### config.mk
export PLATFORM = sky130hd
export DESIGN_NAME = ped_key_conditioner
export DESIGN_NICKNAME = d
export VERILOG_FILES = /design/src/rtl/ped_pkg.sv /design/src/rtl/bit_sync2.sv /design/src/rtl/ped_key_conditioner.sv
export SDC_FILE = /design/constraint.sdc
export NUM_CORES = 1
export LEC_CHECK = 0
export BUFFER_PORTS_ARGS = -buffer_cell sky130_fd_sc_hd__buf_2
export CAP_MARGIN = 25
export CORE_AREA = 3 3 40 42
export CTS_CLUSTER_SIZE = 12
export DETAILED_ROUTE_END_ITERATION = 8
export DIE_AREA = 0 0 43 45
export GPL_TIMING_DRIVEN = 1
export SLEW_MARGIN = 20
export SYNTH_ARGS = -nofsm -noshare
export SYNTH_HDL_FRONTEND = slang
export SYNTH_SLANG_ARGS = --single-unit
export TNS_END_PERCENT = 5
### constraint.sdc
create_clock -name clock -period 2.26 [get_ports clock]
set_input_delay 0.113 -clock clock [delete_from_list [all_inputs] [get_ports clock]]
set_output_delay 0.113 -clock clock [all_outputs]
set_load 0.02 [all_outputs]
### src/rtl/ped_pkg.sv
// Shared definitions for the pedestrian request path: state codes and default timing.
// Used by the key conditioner, the traffic-light controller and the bench.
// No logic here; only constants and a compile-time helper.
package ped_pkg;

  // Conditioner state encoding (3-bit codes, also decoded by the controller)
  localparam logic [2:0] IDLE     = 3'd0;
  localparam logic [2:0] DEBOUNCE = 3'd1;
  localparam logic [2:0] ARMED    = 3'd2;
  localparam logic [2:0] SERVED   = 3'd3;
  localparam logic [2:0] LOCKOUT  = 3'd4;

  // Default timing, in clock cycles
  localparam int DEBOUNCE_CYCLES_DEF = 4;
  localparam int LOCKOUT_CYCLES_DEF  = 10;

  // Larger of two integers, for sizing the shared counter at elaboration
  function automatic int max_int(input int a, input int b);
    return (a > b) ? a : b;
  endfunction

endpackage

### src/rtl/bit_sync2.sv
// Two-flop synchroniser for a single asynchronous level into the clock domain.
// Latency: 2 cycles from d to q. No backpressure; the level is sampled every cycle.
// Ports: clock, reset (sync, active-high, clears both flops), d (async in), q (sync out).
module bit_sync2 (
  input  logic clock,
  input  logic reset,
  input  logic d,
  output logic q
);

  logic meta;

  always_ff @(posedge clock) begin
    if (reset) begin
      meta <= 1'b0;
      q    <= 1'b0;
    end else begin
      meta <= d;
      q    <= meta;
    end
  end

endmodule

### src/rtl/ped_key_conditioner.sv
// Turns a bouncing pedestrian push-button into one clean request level (key) per press.
// Latency: key rises DEBOUNCE_CYCLES+2 edges after the first edge sampling a steady press.
// Backpressure: key holds until green acknowledges; a lockout then ignores presses until release.
// Ports: clock, reset (sync, active-high), button_raw (async button), green (walk ack),
//        key (request level to controller), busy (high whenever not idle).
module ped_key_conditioner
  import ped_pkg::*;
#(
  parameter int DEBOUNCE_CYCLES = DEBOUNCE_CYCLES_DEF,
  parameter int LOCKOUT_CYCLES  = LOCKOUT_CYCLES_DEF
) (
  input  logic clock,
  input  logic reset,
  input  logic button_raw,
  input  logic green,
  output logic key,
  output logic busy
);

  // One counter serves both debounce and lockout timing; it only needs to
  // reach the larger terminal value minus one.
  localparam int CNT_MAX = max_int(DEBOUNCE_CYCLES, LOCKOUT_CYCLES);
  localparam int CNT_W   = $clog2(CNT_MAX);

  localparam logic [CNT_W-1:0] DEB_LAST  = CNT_W'(DEBOUNCE_CYCLES - 1);
  localparam logic [CNT_W-1:0] LOCK_LAST = CNT_W'(LOCKOUT_CYCLES - 1);
  localparam logic [CNT_W-1:0] CNT_ONE   = CNT_W'(1);

  logic             btn_s;
  logic [2:0]       state;
  logic [2:0]       state_nxt;
  logic [CNT_W-1:0] cnt;
  logic [CNT_W-1:0] cnt_nxt;

  bit_sync2 u_sync (
    .clock (clock),
    .reset (reset),
    .d     (button_raw),
    .q     (btn_s)
  );

  always_ff @(posedge clock) begin
    if (reset) begin
      state <= IDLE;
      cnt   <= '0;
    end else begin
      state <= state_nxt;
      cnt   <= cnt_nxt;
    end
  end

  always_comb begin
    state_nxt = state;
    cnt_nxt   = cnt;
    case (state)
      IDLE: begin
        cnt_nxt = '0;
        if (btn_s) begin
          state_nxt = DEBOUNCE;
          cnt_nxt   = CNT_ONE;
        end
      end
      DEBOUNCE: begin
        if (!btn_s) begin
          state_nxt = IDLE;
          cnt_nxt   = '0;
        end else if (cnt == DEB_LAST) begin
          state_nxt = ARMED;
          cnt_nxt   = '0;
        end else begin
          cnt_nxt = cnt + CNT_ONE;
        end
      end
      ARMED: begin
        // Button activity is irrelevant here; only the acknowledge matters.
        if (green) begin
          state_nxt = SERVED;
        end
      end
      SERVED: begin
        // Wait for the walk phase to end before timing the lockout.
        if (!green) begin
          state_nxt = LOCKOUT;
          cnt_nxt   = '0;
        end
      end
      LOCKOUT: begin
        // Counter saturates at the terminal count; a still-held button keeps
        // us here so that one long press can never raise a second request.
        if (cnt == LOCK_LAST) begin
          if (!btn_s) begin
            state_nxt = IDLE;
            cnt_nxt   = '0;
          end
        end else begin
          cnt_nxt = cnt + CNT_ONE;
        end
      end
      default: begin
        state_nxt = IDLE;
        cnt_nxt   = '0;
      end
    endcase
  end

  // Outputs decode the registered state only, so no input reaches them combinationally.
  assign key  = (state == ARMED);
  assign busy = (state != IDLE);

endmodule

==> impl_results.md <==
* CP endpoint kind: flip-flop
* Worst reg2reg setup slack at 670 ps
* Netlist cell types at 25
* Final Hold Fails at 0
* Vias in the first global route at 385
* Chip height at 45 um
* DRT iter0 DRCs at 9
* Leak pwr at 0.206 nW
* Worst path required time at 2400 ps
* Clock transition at path regs at 60 ps
* CP arrival at 1730 ps
* CTS Sinks at 9
* Worst Max-Slew Pin Slew at 364 ps
* Register area share after synthesis at 0.354
* Crit Path Max Fanout at 7
* Seq cells post-synth at 9
* Design Power at 0.305 mW
* Core box area at 1280 sq um
* Post_cts resized at 0
* CTS root buffer: clkbuf_4
* Area of the multi-input gates at 292 sq um
* Power Dens Cells at 548 nW/um^2
* Max-slew violation count at 0
* Fin crit period at 1590 ps
* Final setup vio count at 0
* Synth Cell Area at 509 sq um
* Longest Clk Path Bufs at 2
* Hold Crit Class: input port to flip-flop
* DP HPWL at 690 um
* Post-Syn Nets at 66
* ANT cells at 0
* Total Wirelength at 936 um
* Largest net degree at the start of global routing at 11
* Synthesis-to-layout area growth at 9.34%
* H-tree levels at 1
* Syn_area_per_cell at 8.49 sq um
* Drt drc at 0
* Post-CTS repair timing setup buffer count at 0
* DR vias/cell at 5.38
* Register area at 180 sq um
* Setup ws final at 668 ps
* Outcome: complete, no violations
* Wire length per cell at 11.6 um
* Slew margin rel. at 0.755
* Dpl cells at 77
* Synth Instances at 60
* Floorplan row count at 13
* Clk Latency, worst-skew pair at 270 ps
* Share of Yosys cell area claimed by the top area cell type at 0.354
* Gr usage total at 0.116
* Cts hold-fix bufs at 0
* Number of port buffers at 5
* Clock Skews at 8.10 ps
* CP Class: flip-flop to flip-flop
* First-pass GRT wire length at 1610 um
* Final cell count without fillers at 81
* Total number of yosys warnings at 0
* FILL cells at 125
* Post-layout net count at 73
* Hold Slack at 62.0 ps
* CTS buffer count at 3
* Initial antenna violation count at 0
* DIE AREA at 1940 sq um
* Setup TNS at 0 ps
* Final period utilization at 0.704
* Achievable Freq at 0.628 GHz
* Dpl ws at 689 ps
* Share of cells above drive strength 1 at 0.167
* Starting Density at 0.396
* Vias at 436
* Overflow after GRT at 0
* DRT Pass-1 Iters at 4
* Max_cap viols at 0
* Most area-consuming cells after synthesis: dfxtp_1, a21oi_1, ha_1
* RSZ-0062 raised after global routing: no
* Worst setup SP type: flip-flop
* Final ANT Viol Nets at 0
* Num ports at 6
* CTS tree: yes
* VDD IR max at 195 uV
* Die Span X at 43 um
* Final Wtd Congestion at 0.835
* Largest area contributor in the netlist: dfxtp_1
## placed cells by master, fill, tap and decap left out, types with 3 or more instances in the layout
cell      instances
buf_2             5
nor2b_1           4
o21ai_0           5
dfxtp_1           9
inv_1             4
nand2_1           4
nor2_1            4
clkbuf_4          3
nand2b_1          4
a21oi_1           6
## routing by layer
metal | vias to the layer above | part of all wire | global-route usage
met2 | 11 | 0.45 | 0.168
li1 | 226 | - | -
met1 | 197 | 0.47 | 0.144
met5 | - | 0 | 0
met3 | 2 | 0.053 | 0.0359
met4 | 0 | 0.024 | 0.0904
## final timing paths
| path | from | end | cells after the start |
|---|---|---|---|
| hold / removal | button_raw | u_sync.meta | 2 |
| setup / recovery | cnt[0] | state[2] | 5 |
| hold reg to reg | u_sync.meta | u_sync.q | 1 |
| setup reg to reg | cnt[0] | state[2] | 5 |
## per-stage QoR
step | util | cell area, sq um
finish | 0.433 | 557
global route | 0.433 | 557
detailed placement | 0.413 | 531
CTS | 0.433 | 557
floorplan | - | 509
global placement | 0.413 | 531
## state kept, by name, indices dropped and copies added, names as in the netlist
| register | cells |
|---|---|
| u_sync.meta | 1 |
| u_sync.q | 1 |
| state | 3 |
| cnt | 4 |
## report_power, final
| part | switching (mW) | internal, mW |
|---|---|---|
| Combinational | 0.00860 | 0.00692 |
| Sequential | 0.00310 | 0.161 |
| Clock | 0.0572 | 0.0681 |
| Total | 0.0689 | 0.236 |
## logic make-up after synthesis
logic type               count (synthesis)  synth area share
AND/OR/NAND/NOR                         26             0.334
AO/OA/AOI/OAI                           16             0.189
flip-flops                               9             0.354
buffers and inverters                    7            0.0737
adder cells (fa/ha/maj)                  2            0.0491
## worst max-delay path, cell delays in order, from the launching register on
cell and delay, ps:
dfxtp_1 380, ha_1 190, or3b_1 350, a32o_2 300
a21oi_1 130, o32ai_1 100
## synthesized netlist by cell type
library cell	instances
nand2b_1	4
or2_1	1
nor4_2	1
a31oi_1	2
nand3_1	2
ha_1	2
a21oi_1	6
nor2b_1	4
a32o_2	1
dfxtp_1	9
buf_6	1
o32ai_1	1
nand2_1	4
nor4_4	1
or3b_1	1
o21ai_0	5
buf_4	1
a311oi_1	1
nor3_1	1
clkbuf_1	1
inv_1	4
nor2_1	4
or3_1	1
nand3b_1	1
and4bb_1	1
## cell type report
| class | count | area share |
|---|---|---|
| multi-input cells | 44 | 0.524 |
| flip-flops and latches | 9 | 0.324 |
| clock buffers | 4 | 0.0472 |
| repair buffers | 5 | 0.0449 |
| well taps | 15 | 0.0337 |
| inverters | 4 | 0.0270 |
Power figures use the tool's default switching activity.
